$ cat src/rtl/mem_ctrl_pkg.sv
// Shared types and constants for the unified-memory access controller.
// Owner encoding is fixed (fetch=0, MEM stage=1) so it can be observed on a bus.
package mem_ctrl_pkg;
    typedef enum logic [1:0] {IDLE, ACCESS, DONE} state_e;
    typedef enum logic {OWN_IF = 1'b0, OWN_MEM = 1'b1} owner_e;

    localparam int WAIT_CYCLES_DEF = 1;
    localparam int CNT_W           = 3;
endpackage

$ cat src/rtl/mem_access_ctrl.sv
// Single-port memory sequencer: arbitrates fetch vs. MEM stage (MEM wins), runs a
// fixed wait-state access, returns data with a one-cycle ready and drives the stalls.
module mem_access_ctrl
    import mem_ctrl_pkg::*;
#(
    parameter int ADDR_W      = 8,
    parameter int DATA_W      = 8,
    parameter int WAIT_CYCLES = WAIT_CYCLES_DEF
) (
    input  logic              clk,
    input  logic              reset,
    input  logic              if_req,
    input  logic [ADDR_W-1:0] if_addr,
    output logic [DATA_W-1:0] if_rdata,
    output logic              if_ready,
    input  logic              m_rd_en,
    input  logic              m_wr_en,
    input  logic [ADDR_W-1:0] m_addr,
    input  logic [DATA_W-1:0] m_wdata,
    output logic [DATA_W-1:0] m_rdata,
    output logic              m_ready,
    output logic [ADDR_W-1:0] mem_addr,
    output logic [DATA_W-1:0] mem_wdata,
    output logic              mem_re,
    output logic              mem_we,
    input  logic [DATA_W-1:0] mem_rdata,
    output logic              stall_if,
    output logic              stall_mem,
    output logic [7:0]        fetch_lost
);

    state_e             state_q, state_d;
    owner_e             owner_q, owner_d;
    logic [CNT_W-1:0]   cnt_q, cnt_d;
    logic [ADDR_W-1:0]  addr_q, addr_d;
    logic [DATA_W-1:0]  wdata_q, wdata_d;
    logic               re_q, re_d, we_q, we_d;
    logic [DATA_W-1:0]  if_rdata_q, if_rdata_d, m_rdata_q, m_rdata_d;
    logic [7:0]         fetch_lost_q, fetch_lost_d;
    logic               m_req, fl_inc;

    assign m_req = m_rd_en | m_wr_en;

    always_ff @(posedge clk or negedge reset) begin
        if (!reset) state_q <= IDLE;
        else        state_q <= state_d;
    end

    always_comb begin
        state_d = state_q;
        case (state_q)
            IDLE:    if (m_req || if_req) state_d = ACCESS;
            ACCESS:  if (cnt_q == '0)     state_d = DONE;
            DONE:                         state_d = IDLE;
            default:                      state_d = IDLE;
        endcase
    end

    always_comb begin
        if_ready  = (state_q == DONE) && (owner_q == OWN_IF);
        m_ready   = (state_q == DONE) && (owner_q == OWN_MEM);
        stall_if  = if_req & ~if_ready;
        stall_mem = m_req & ~m_ready;
    end

    // Grant latches the whole request; a simultaneous read+write is a store.
    always_comb begin
        owner_d    = owner_q;
        cnt_d      = cnt_q;
        addr_d     = addr_q;
        wdata_d    = wdata_q;
        re_d       = re_q;
        we_d       = we_q;
        if_rdata_d = if_rdata_q;
        m_rdata_d  = m_rdata_q;
        case (state_q)
            IDLE: begin
                if (m_req) begin
                    owner_d = OWN_MEM;
                    addr_d  = m_addr;
                    wdata_d = m_wdata;
                    we_d    = m_wr_en;
                    re_d    = ~m_wr_en;
                    cnt_d   = CNT_W'(WAIT_CYCLES);
                end else if (if_req) begin
                    owner_d = OWN_IF;
                    addr_d  = if_addr;
                    we_d    = 1'b0;
                    re_d    = 1'b1;
                    cnt_d   = CNT_W'(WAIT_CYCLES);
                end
            end
            ACCESS: begin
                if (cnt_q != '0) begin
                    cnt_d = cnt_q - CNT_W'(1);
                end else begin
                    re_d = 1'b0;
                    we_d = 1'b0;
                    if (owner_q == OWN_IF) if_rdata_d = mem_rdata;
                    else if (re_q)         m_rdata_d  = mem_rdata;
                end
            end
            default: ;
        endcase
    end

    // Fetch is counted as lost on the MEM grant and each MEM ACCESS cycle, not in DONE.
    assign fl_inc = if_req & (((state_q == IDLE) & m_req) |
                              ((state_q == ACCESS) & (owner_q == OWN_MEM)));
    assign fetch_lost_d = (fl_inc && fetch_lost_q != 8'hFF) ? fetch_lost_q + 8'd1
                                                            : fetch_lost_q;

    always_ff @(posedge clk or negedge reset) begin
        if (!reset) begin
            owner_q      <= OWN_IF;
            cnt_q        <= '0;
            addr_q       <= '0;
            wdata_q      <= '0;
            re_q         <= 1'b0;
            we_q         <= 1'b0;
            if_rdata_q   <= '0;
            m_rdata_q    <= '0;
            fetch_lost_q <= '0;
        end else begin
            owner_q      <= owner_d;
            cnt_q        <= cnt_d;
            addr_q       <= addr_d;
            wdata_q      <= wdata_d;
            re_q         <= re_d;
            we_q         <= we_d;
            if_rdata_q   <= if_rdata_d;
            m_rdata_q    <= m_rdata_d;
            fetch_lost_q <= fetch_lost_d;
        end
    end

    assign mem_addr   = addr_q;
    assign mem_wdata  = wdata_q;
    assign mem_re     = re_q;
    assign mem_we     = we_q;
    assign if_rdata   = if_rdata_q;
    assign m_rdata    = m_rdata_q;
    assign fetch_lost = fetch_lost_q;

endmodule

$ cat config.mk
export PLATFORM = sky130hd
export DESIGN_NAME = mem_access_ctrl
export DESIGN_NICKNAME = d
export VERILOG_FILES = /design/src/rtl/mem_ctrl_pkg.sv /design/src/rtl/mem_access_ctrl.sv
export SDC_FILE = /design/constraint.sdc
export NUM_CORES = 1
export LEC_CHECK = 0
export ABC_AREA = 0
export ABC_CLOCK_PERIOD_IN_PS = 2100
export CAP_MARGIN = 20
export CORE_MARGIN = 4
export CORE_UTILIZATION = 40
export DETAILED_ROUTE_END_ITERATION = 10
export PLACE_DENSITY = 0.77
export SYNTH_ARGS = -nofsm -noshare
export SYNTH_HDL_FRONTEND = slang
export SYNTH_SLANG_ARGS = --single-unit
$ cat constraint.sdc
create_clock -name clk -period 2.1 [get_ports clk]
set_input_delay 0.63 -clock clk [delete_from_list [all_inputs] [get_ports clk]]
set_output_delay 0.63 -clock clk [all_outputs]
set_load 0.02 [all_outputs]
==> metrics.csv, run 1 <==
stage;metric;value;unit
status;outcome;finished clean;
clock_network;H-tree depth;2;
logic_synthesis;count leader, synth;dfrtp_1;
grt;Total GRT Usage;0.1497;
power;VDD IR-drop max;0.7554;mV
timing;Final Hold Vio Count;0;
setup_path;CP Launch Point;fetch_lost[2];
logic_synthesis;Syn Area/Cell;12.24;um^2
setup_path;top cell family by delay on the critical path;buffers and inverters;
final_layout;ANT cells;0;
route;DRT iter0 DRCs;40;
setup_path;Worst EP arrival;1390;ps
floorplan;Initial Utilization;0.4125;
placement;gpl congestion;0.7643;
timing;fin. max-slew vios;0;
timing;part of the cycle the worst path needs;0.9617;
setup_path;Critical Path Max Stage Delay;650;ps
setup_path;worst path bufs/invs;1;
route;vias;1584;
timing;Fmax;495.1;MHz
grt;global-route wire length before repair;7452;um
clock_network;Clock Tree Buf Depth;2;
logic_synthesis;main area contributors after synthesis;dfrtp_1 57%, mux2_2 14%, mux2i_1 4.8%;
setup_path;CP endpoint;fetch_lost[2];
floorplan;Ports;83;
setup_path;r2r worst-path depth;8;
grt;vias in the first global route;1601;
grt;initial antenna violation count;0;
setup_path;reg-to-reg endpoint;m_rdata[2];
grt;met2 Track Usage GR;0.2343;
final_layout;share of layout cells above drive strength 1;0.2239;
logic_synthesis;Synth Instances;171;
timing;Finish-stage setup viols;0;
placement;Post-DP HPWL;3585;um
logic_synthesis;Post-synth ARST share;1.000;
clock_network;Worst-Skew Late Latency;290;ps
setup_path;Reg2Reg Setup Slack;190;ps
power;PD cells;1427;mW/mm^2
run;Max Cap Viol;0;
floorplan;Core Rows;26;
timing;relative slew slack;0.7401;
logic_synthesis;Synth Flop Type;dfrtp_1;
route;drc violations;0;
timing;crit path time final;2020;ps
floorplan;Die H;80.34;um
placement;# placed instances;331;
clock_network;# Post-CTS Setup Buffers;0;
grt;Most Crowded Layer GR;met2;
floorplan;DIE WIDTH;80.34;um
power;Total Power;4.517;mW
floorplan;die area;0.006455;mm^2
placement;Placed Area;0.003089;mm^2
setup_path;Critical Path Fanout Max;7;
clock_network;TritonCTS Sinks;48;
final_layout;final std cells w/o fill;338;
placement;port buffer count;82;
floorplan;core area;0.005075;mm^2
route;Detailed Route WL;4546;um
logic_synthesis;number of flops mapped to enable cells by yosys;0;
route;drt via density;4.686;
logic_synthesis;Synthesized Nets;211;
route;number of detailed-route iterations in the first pass;3;
setup_path;CP Class;reg2out;
final_layout;Area Growth Syn to Fin;51.23;%
logic_synthesis;Yosys top cell by area;dfrtp_1;
logic_synthesis;Seq/Total Area, Yosys;0.5738;
route;WL per Instance;13.45;um
logic_synthesis;most frequent cells after synthesis;48 x dfrtp_1, 26 x mux2_2, 18 x nand2_1, 12 x o21ai_0, 10 x mux2i_1;
clock_network;CTS Buf Count;5;
logic_synthesis;library cells used by synthesis;27;
timing;worst hold slack;247.5;ps
logic_synthesis;#FFs+latches synth;48;
grt;largest net degree at the start of global routing;25;
logic_synthesis;Synth warnings;0;
final_layout;final instance area;0.003166;mm^2
setup_path;CP required;1470;ps
grt;met3 usage;0.07511;
setup_path;type of origin of the critical path;flip-flop;
setup_path;Critical Path Stages;1;
setup_path;CP cell instances;clkdlybuf4s50_1;
route;post-route ant nets;0;
timing;Worst Skew;8.965;ps
setup_path;Slowest cell on crit path;clkdlybuf4s50_1;
timing;slew at the pin closest to its max-slew limit;389.8;ps
timing;RSZ-0062 raised after global routing;false;
grt;M1 GR Usage;0.1802;
clock_network;hold_buf cts;0;
clock_network;root buffer cell;clkbuf_8;
final_layout;# nets final;308;
hold_path;hold crit path type;in2async;
clock_network;Reg clk slew, reported paths;80;ps
power;Lkg Pwr;1.384;nW
setup_path;crit end category;output port;
setup_path;Worst R2R Start;cnt_q[0];
logic_synthesis;area of the mapped netlist;0.002093;mm^2
logic_synthesis;Synth top area share;0.5738;
clock_network;CTS tree;built;
timing;setup TNS;0;ps
grt;GRT overflow;0;
## final cells by class
type | instances | area, um^2
Multi-Input combinational cell | 112 | 855.8
Inverter | 6 | 22.52
Clock buffer | 6 | 72.57
Fill cell | 420 | 1909
Tap cell | 70 | 87.58
Sequential cell | 48 | 1202
Clock inverter | 1 | 5.005
Timing Repair Buffer | 95 | 919.6
## registers in the layout (all words and copies together) (netlist names)
name / flops
owner_q: 1
state_q: 2
fetch_lost: 8
cnt_q: 3
m_rdata: 8
if_rdata: 8
mem_wdata: 8
mem_re: 1
mem_we: 1
mem_addr: 8
## cells by family after synthesis
kind of cell	count (synthesis)	share of synthesized area
AOI/OAI and AO/OA	14	0.03467
xor gates and xnor gates	3	0.01255
adders and majority gates	3	0.01793
buffers and inverters	11	0.02152
DFF	48	0.5738
muxes	39	0.2038
and+or+nand+nor	53	0.1357
## how the worst min path moves through the flow
| stage | cells past startpoint | to | start | slack, ps |
|---|---|---|---|---|
| after floorplan | 0 | cnt_q[0] | reset | 330 |
| after global placement | 2 | mem_addr[6] | mem_addr[6] | 460 |
| after detailed placement | 2 | mem_addr[2] | mem_addr[2] | 470 |
| after CTS | 1 | mem_wdata[4] | reset | 250 |
| after global routing | 1 | mem_wdata[2] | reset | 250 |
| final | 1 | mem_wdata[4] | reset | 250 |
## layout by cell type (no fill, tap or decap), drive strengths merged
cell type	count
mux2i	10
clkinv	1
o31ai	1
ha	3
nor3	5
inv	6
dlygate4sd2	4
nand2	18
nand2b	3
clkdlybuf4s50	73
or4b	1
xor2	3
dlymetal6s2s	2
nor2	9
clkbuf	7
buf	15
mux2	29
nor2b	2
o21ai	13
or2	2
and3b	1
nand4	1
dfrtp	48
and3	1
nand3	8
nor3b	2
## per-stage QoR
stage          setup slack (ps)  utilization
2_1_floorplan             12.07            -
3_3_place_gp             -472.3       0.6087
3_5_place_dp             -490.8       0.6087
4_1_cts                   6.535       0.6225
5_1_grt                   10.33       0.6238
6_report                  80.39       0.6238
## where the power goes
group	leakage [nW]	switching, mW	internal, mW
clock	0.0410	0.273	0.227
sequential	0.578	0.284	1.37
combinational	0.765	1.14	1.22
total	1.38	1.70	2.82
## routing by layer
metal  up-vias  share of wire  routed length, um
met2        64           0.46               2086
met1       740           0.42               1896
li1        776              -                  -
met5         -              0                  0
met3         4           0.11                522
met4         0         0.0090                 41
## repair_timing
item / in CTS / in global routing
endpoints found under the setup margin: 11 / 4
gates resized for setup: 10 / 7
pin swaps: 3 / 1
cloned: 0 / 0
Power figures use the tool's default switching activity.
==> inputs of run 2 (changes only) <==
--- a/config.mk
+++ b/config.mk
@@ -6,12 +6,13 @@
 export NUM_CORES = 1
 export LEC_CHECK = 0
 export ABC_AREA = 0
-export ABC_CLOCK_PERIOD_IN_PS = 2100
+export ABC_CLOCK_PERIOD_IN_PS = 1670
 export CAP_MARGIN = 20
 export CORE_MARGIN = 4
-export CORE_UTILIZATION = 40
+export CORE_UTILIZATION = 39
 export DETAILED_ROUTE_END_ITERATION = 10
-export PLACE_DENSITY = 0.77
+export GPL_TIMING_DRIVEN = 1
+export PLACE_DENSITY = 0.78
 export SYNTH_ARGS = -nofsm -noshare
 export SYNTH_HDL_FRONTEND = slang
 export SYNTH_SLANG_ARGS = --single-unit
==> constraint.sdc (replaced) <==
create_clock -name clk -period 1.67 [get_ports clk]
set_input_delay 0.501 -clock clk [delete_from_list [all_inputs] [get_ports clk]]
set_output_delay 0.501 -clock clk [all_outputs]
set_load 0.02 [all_outputs]
==> metrics.csv, run 2 (synthesized netlist as in run 1, its figures left out) <==
stage;metric;value;unit;change
floorplan;Core Rows;26;;unchanged
route;vias;1722;;was 1584
floorplan;Initial Utilization;0.4073;;was 0.4125
placement;gpl congestion;0.7957;;was 0.7643
timing;part of the cycle the worst path needs;1.073;;
status;violated checks;negative setup slack;;
placement;# placed instances;344;;was 331
grt;Total GRT Usage;0.1650;;was 0.1497
timing;RSZ-0062 raised after global routing;true;;was false
timing;crit path time final;1791;ps;
hold_path;hold crit path type;in2async;;unchanged
route;number of detailed-route iterations in the first pass;3;;unchanged
floorplan;die area;0.006603;mm^2;was 0.006455 mm^2
route;WL per Instance;14.14;um;was 13.45 um
timing;slew at the pin closest to its max-slew limit;454.0;ps;was 389.8 ps
run;Max Cap Viol;0;;unchanged
grt;vias in the first global route;1826;;was 1601
power;VDD IR-drop max;0.8451;mV;was 0.7554 mV
final_layout;final instance area;0.003482;mm^2;was 0.003166 mm^2
route;post-route ant nets;0;;unchanged
setup_path;Reg2Reg Setup Slack;-120;ps;was 190 ps
clock_network;CTS tree;built;;unchanged
setup_path;Critical Path Fanout Max;6;;was 7
grt;initial antenna violation count;1;;was 0
placement;Placed Area;0.003207;mm^2;was 0.003089 mm^2
final_layout;final std cells w/o fill;361;;was 338
final_layout;# nets final;329;;was 308
clock_network;TritonCTS Sinks;48;;unchanged
final_layout;filler cell count in the final layout;414;;was 420
final_layout;Area Growth Syn to Fin;66.35;%;was 51.23%
floorplan;Ports;83;;unchanged
timing;Worst Skew;5.938;ps;was 8.965 ps
setup_path;type of origin of the critical path;primary input;;was flip-flop
power;PD cells;1775;mW/mm^2;was 1427 mW/mm^2
setup_path;Worst R2R Start;state_q[0];;was cnt_q[0]
power;Lkg Pwr;1.642;nW;was 1.384 nW
floorplan;core area;0.005140;mm^2;was 0.005075 mm^2
route;drt via density;4.770;;was 4.686
clock_network;Worst-Skew Late Latency;290;ps;about the same
clock_network;CTS Buf Count;5;;unchanged
clock_network;Clock Tree Buf Depth;2;;unchanged
route;Detailed Route WL;5105;um;was 4546 um
timing;Final Hold Vio Count;0;;unchanged
timing;final setup margin;-121.2;ps;was 80.39 ps
setup_path;CP cell instances;dlygate4sd2_1, nor3_2, or4b_4, nor3_4, mux2_4;;was clkdlybuf4s50_1
clock_network;Reg clk slew, reported paths;90;ps;was 80 ps
floorplan;DIE WIDTH;81.26;um;was 80.34 um
setup_path;CP Launch Point;m_wr_en;;was fetch_lost[2]
final_layout;share of layout cells above drive strength 1;0.3517;;was 0.2239
final_layout;commonest non-fill, non-tap cell in the layout;dfrtp_1;;was clkdlybuf4s50_1
status;outcome;finished, violations left;;was finished clean
grt;global-route wire length before repair;8452;um;was 7452 um
setup_path;Slowest cell on crit path;or4b_4;;was clkdlybuf4s50_1
clock_network;root buffer cell;clkbuf_8;;unchanged
final_layout;highest-count cells in the layout ignoring fill and taps;47 x dfrtp_1, 45 x dlygate4sd2_1, 32 x clkdlybuf4s50_1, 31 x buf_4, 20 x mux2_4;;was 73 x clkdlybuf4s50_1, 47 x dfrtp_1, 26 x mux2_2, 18 x nand2_1, 12 x o21ai_0
timing;relative slew slack;0.6973;;was 0.7401
setup_path;CP Class;in2reg;;was reg2out
floorplan;Die H;81.26;um;was 80.34 um
timing;Fmax;558.3;MHz;
clock_network;H-tree depth;2;;unchanged
setup_path;Critical Path Max Stage Delay;600;ps;was 650 ps
timing;fin. max-slew vios;0;;unchanged
grt;GRT overflow;0;;unchanged
setup_path;r2r worst-path depth;5;;was 8
grt;largest net degree at the start of global routing;31;;was 25
placement;Post-DP HPWL;3753;um;was 3585 um
setup_path;crit end category;flip-flop;;was output port
setup_path;Worst EP arrival;1980;ps;was 1390 ps
placement;port buffer count;82;;unchanged
timing;Finish-stage setup viols;26;;was 0
setup_path;CP required;1860;ps;was 1470 ps
route;drc violations;0;;unchanged
route;DRT iter0 DRCs;56;;was 40
setup_path;reg-to-reg endpoint;fetch_lost[5];;was m_rdata[2]
run 2: cell count changes in the layout (fill, tap and decap cells not counted), sizes merged:
cell / delta
buf: +24
clkbuf: -1
clkdlybuf4s50: -41
clkinv: +1
diode: +1
dlygate4sd2: +41
dlymetal6s2s: -2
run 2: stage by stage:
| step | setup TNS (ps) | setup slack [ps] | utilization | hold slack [ps] | total power, mW |
|---|---|---|---|---|---|
| after floorplan | -714.3 | -168.2 | - | 205.4 | 3.695 |
| after detailed placement | -14490 | -745.7 | 0.6239 | 470.8 | 5.370 |
| after global routing | -3033 | -184.0 | 0.6775 | 161.1 | 6.606 |
| after global placement | -13540 | -716.0 | 0.6239 | 461.5 | 5.270 |
| final | -1226 | -121.2 | 0.6775 | 139.1 | 6.182 |
| after CTS | -1267 | -145.0 | 0.6648 | 148.0 | 6.114 |
run 2: timing repair:
action	CTS	global route
resized for setup	99	17
setup buffers	8	2
endpoints found under the setup margin	74	29
hold buffers	0	0
pin swaps	11	9
hold endpoints to repair	0	0
run 2: where the power goes:
part           total (mW)  internal (mW)  switching [mW]
Clock               0.702          0.331           0.371
Sequential           2.04           1.72           0.323
Combinational        3.44           1.74            1.70
Total                6.18           3.79            2.39
run 2: worst max-delay path, delay by kind of cell:
family / cells / cell delay [ps]
AND/OR/NAND/NOR: 3 / 890
multiplexers: 1 / 310
buffers and inverters: 1 / 270
run 2: cell type report:
cell class / count / area (um^2) / share of cell area
repair buffers: 116 / 1040 / 0.2986
well taps: 70 / 87.58 / 0.02515
clock buffers: 6 / 82.58 / 0.02372
multi-input cells: 112 / 1035 / 0.2972
flip-flops and latches: 48 / 1202 / 0.3453
clock inverters: 2 / 10.01 / 0.002875
inverters: 6 / 22.52 / 0.006468
diodes: 1 / 2.502 / 0.0007186
run 2: layer usage:
layer  track usage  wire length, um  up-vias
li1              -                -      827
met1        0.1884             2046      841
met2        0.3029             2684       49
met3       0.04435              321        5
met4       0.04054               53        0
met5             0                0        -
run 2: worst max path at each step:
stage	endpoint	slack, ps
2_1_floorplan	fetch_lost[5]	-170
3_3_place_gp	fetch_lost[5]	-720
3_5_place_dp	fetch_lost[5]	-750
4_1_cts	fetch_lost[5]	-150
5_1_grt	fetch_lost[5]	-180
6_report	fetch_lost[5]	-120
==> inputs of run 3 (changes only) <==
--- a/config.mk
+++ b/config.mk
@@ -5,11 +5,11 @@
 export SDC_FILE = /design/constraint.sdc
 export NUM_CORES = 1
 export LEC_CHECK = 0
-export ABC_AREA = 0
+export ABC_AREA = 1
 export ABC_CLOCK_PERIOD_IN_PS = 1670
 export CAP_MARGIN = 20
 export CORE_MARGIN = 4
-export CORE_UTILIZATION = 39
+export CORE_UTILIZATION = 40
 export DETAILED_ROUTE_END_ITERATION = 10
 export GPL_TIMING_DRIVEN = 1
 export PLACE_DENSITY = 0.78
==> constraint.sdc (replaced) <==
create_clock -name clk -period 1.67 [get_ports clk]
set_input_delay 0.501 -clock clk [delete_from_list [all_inputs] [get_ports clk]]
set_output_delay 0.501 -clock clk [all_outputs]
set_load 0.01 [all_outputs]
==> metrics.csv, run 3 <==
stage;metric;value;unit;change
status;outcome;finished clean;;was finished, violations left
logic_synthesis;Yosys top cell by area;dfrtp_1;;unchanged
setup_path;cell mode on critical path;buf_6;;
clock_network;Reg clk slew, reported paths;90;ps;about the same
power;VDD IR-drop max;0.8762;mV;was 0.8451 mV
floorplan;DIE WIDTH;84.09;um;was 81.26 um
route;post-route ant nets;0;;unchanged
logic_synthesis;Post-synth ARST share;1.000;;unchanged
timing;crit path time final;1647;ps;was 1791 ps
route;WL per Instance;12.37;um;was 14.14 um
clock_network;CTS Buf Count;5;;unchanged
logic_synthesis;Syn Area/Cell;8.806;um^2;was 12.24 um^2
logic_synthesis;main area contributors after synthesis;dfrtp_1 52%, nand2_1 14%, inv_1 4.9%;;was dfrtp_1 57%, mux2_2 14%, mux2i_1 4.8%
setup_path;type of origin of the critical path;flip-flop;;was primary input
final_layout;share of layout cells above drive strength 1;0.1599;;was 0.3517
setup_path;CP Launch Point;owner_q;;was m_wr_en
setup_path;crit end category;output port;;was flip-flop
timing;setup TNS;0;ps;was -1226 ps
final_layout;ANT cells;0;;was 1
placement;Post-DP HPWL;4056;um;was 3753 um
clock_network;Clock Tree Buf Depth;2;;unchanged
floorplan;Initial Utilization;0.4155;;was 0.4073
final_layout;highest-count cells in the layout ignoring fill and taps;87 x nand2_1, 48 x dfrtp_1, 45 x dlygate4sd2_1, 32 x clkdlybuf4s50_1, 29 x inv_1;;was 47 x dfrtp_1, 45 x dlygate4sd2_1, 32 x clkdlybuf4s50_1, 31 x buf_4, 20 x mux2_4
final_layout;filler cell count in the final layout;507;;was 414
grt;vias in the first global route;2053;;was 1826
floorplan;core area;0.005574;mm^2;was 0.005140 mm^2
setup_path;Worst R2R Start;state_q[1];;was state_q[0]
route;Detailed Route WL;5453;um;was 5105 um
timing;part of the cycle the worst path needs;0.9864;;was 1.073
setup_path;Critical Path Fanout Max;3;;was 6
timing;final setup margin;22.74;ps;was -121.2 ps
hold_path;hold crit path type;in2async;;unchanged
setup_path;CP cell instances;buf_6, o21ai_2, inv_1, buf_6;;was dlygate4sd2_1, nor3_2, or4b_4, nor3_4, mux2_4
placement;# placed instances;424;;was 344
setup_path;CP required;1170;ps;was 1860 ps
placement;port buffer count;82;;unchanged
logic_synthesis;Synth top area share;0.5186;;was 0.5738
route;drc violations;0;;unchanged
final_layout;final std cells w/o fill;441;;was 361
setup_path;CP Class;reg2out;;was in2reg
logic_synthesis;#FFs+latches synth;48;;unchanged
floorplan;Core Rows;27;;was 26
floorplan;Die H;84.09;um;was 81.26 um
run;Max Cap Viol;0;;unchanged
route;drt via density;4.644;;was 4.770
timing;Fmax;607.1;MHz;was 558.3 MHz
logic_synthesis;number of flops mapped to enable cells by yosys;0;;unchanged
logic_synthesis;area of the mapped netlist;0.002316;mm^2;was 0.002093 mm^2
clock_network;TritonCTS Sinks;48;;unchanged
timing;fin. max-slew vios;0;;unchanged
route;number of detailed-route iterations in the first pass;4;;was 3
setup_path;Reg2Reg Setup Slack;180;ps;was -120 ps
grt;largest net degree at the start of global routing;35;;was 31
grt;global-route wire length before repair;9328;um;was 8452 um
final_layout;Area Growth Syn to Fin;47.87;%;was 66.35%
final_layout;# nets final;408;;was 329
route;DRT iter0 DRCs;67;;was 56
logic_synthesis;Synth warnings;0;;unchanged
clock_network;root buffer cell;clkbuf_8;;unchanged
setup_path;Slowest cell on crit path;dfrtp_1;;was or4b_4
setup_path;Worst EP arrival;1150;ps;was 1980 ps
grt;Total GRT Usage;0.1632;;was 0.1650
route;vias;2048;;was 1722
timing;RSZ-0062 raised after global routing;true;;unchanged
grt;GRT overflow;0;;unchanged
clock_network;CTS tree;built;;unchanged
timing;slew at the pin closest to its max-slew limit;367.4;ps;was 454.0 ps
floorplan;Ports;83;;unchanged
setup_path;Critical Path Max Stage Delay;420;ps;was 600 ps
timing;Final Hold Vio Count;0;;unchanged
logic_synthesis;Seq/Total Area, Yosys;0.5186;;was 0.5738
logic_synthesis;most frequent cells after synthesis;89 x nand2_1, 48 x dfrtp_1, 30 x inv_1, 21 x nand3_1, 11 x nor2_1;;was 48 x dfrtp_1, 26 x mux2_2, 18 x nand2_1, 12 x o21ai_0, 10 x mux2i_1
logic_synthesis;Synth Instances;263;;was 171
power;PD cells;1708;mW/mm^2;was 1775 mW/mm^2
timing;relative slew slack;0.7551;;was 0.6973
clock_network;hold_buf cts;0;;unchanged
timing;Finish-stage setup viols;0;;was 26
timing;Worst Skew;5.239;ps;was 5.938 ps
floorplan;die area;0.007071;mm^2;was 0.006603 mm^2
logic_synthesis;library cells used by synthesis;20;;was 27
logic_synthesis;Synth Flop Type;dfrtp_1;;unchanged
placement;worst slack, placed;-552.8;ps;was -745.7 ps
power;Total Power;5.849;mW;was 6.182 mW
logic_synthesis;count leader, synth;nand2_1;;was dfrtp_1
placement;gpl congestion;0.7966;;was 0.7957
clock_network;H-tree depth;2;;unchanged
timing;worst hold slack;105.8;ps;was 139.1 ps
logic_synthesis;Synthesized Nets;303;;was 211
final_layout;commonest non-fill, non-tap cell in the layout;nand2_1;;was dfrtp_1
grt;initial antenna violation count;0;;was 1
clock_network;Worst-Skew Late Latency;300;ps;was 290 ps
power;Lkg Pwr;1.792;nW;was 1.642 nW
==> run 3: cell count changes after synthesis, moves of 5 or more <==
cell,before,now
mux2_2,26,0
inv_1,6,30
o21ai_2,0,8
o21a_1,0,8
nor2_1,6,11
o21ai_1,1,8
nand2_1,18,89
mux2i_1,10,0
nand3_1,8,21
==> run 3: final cells by class <==
cell class | count | area [um^2] | area share
clock buffer | 7 | 96.34 | 0.02813
clock inverter | 1 | 30.03 | 0.008769
inverter | 30 | 112.6 | 0.03288
multi-input combinational | 180 | 962.2 | 0.2810
sequential | 48 | 1201 | 0.3507
tap | 72 | 90.09 | 0.02631
timing repair buffer | 103 | 932.1 | 0.2722
==> run 3: worst paths after layout <==
path | to | cells after the start
worst min register to register | mem_wdata[3] | 2
worst max register to register | m_rdata[7] | 7
min in group clk | mem_wdata[3] | 2
max in group asynchronous | fetch_lost[2] | 2
worst max-delay path | stall_if | 4
worst min-delay path | mem_addr[2] | 1
==> run 3: cell families after synthesis <==
| logic type | Yosys count | synth area share |
|---|---|---|
| adders and majority gates | 3 | 0.01621 |
| DFF | 48 | 0.5186 |
| buffers and inverters | 35 | 0.06969 |
| AOI/OAI and AO/OA | 33 | 0.09292 |
| xor gates and xnor gates | 3 | 0.01135 |
| and+or+nand+nor | 141 | 0.2912 |
==> run 3: critical path, delay by kind of cell (launching register included) <==
| kind | cells | cell delay, ps |
|---|---|---|
| compound gates | 1 | 120 |
| buf+inv | 3 | 320 |
| flops | 1 | 420 |
==> run 3: metrics by stage <==
step	util	cell area [um^2]
floorplan	-	2317
global placement	0.5899	3288
detailed placement	0.5899	3288
CTS	0.6119	3411
global route	0.6144	3425
finish	0.6144	3425
==> run 3: power breakdown <==
group          internal (mW)  total [mW]  switching [mW]
registers               1.70        1.97           0.276
clock network          0.528       0.911           0.383
logic                   1.36        2.97            1.61
total                   3.58        5.85            2.26
==> run 3: per-layer routing <==
metal | up-vias | routed length, um | track usage
met3 | 9 | 213 | 0.02764
met4 | 0 | 128 | 0.08041
met5 | - | 0 | 0
li1 | 1040 | - | -
met2 | 46 | 2747 | 0.2762
met1 | 953 | 2364 | 0.1995
==> run 3: what timing repair did <==
item	CTS	global route
gates resized for setup	65	4
buffers inserted	8	1
pin swaps	2	2
endpoints found under the setup margin	46	4
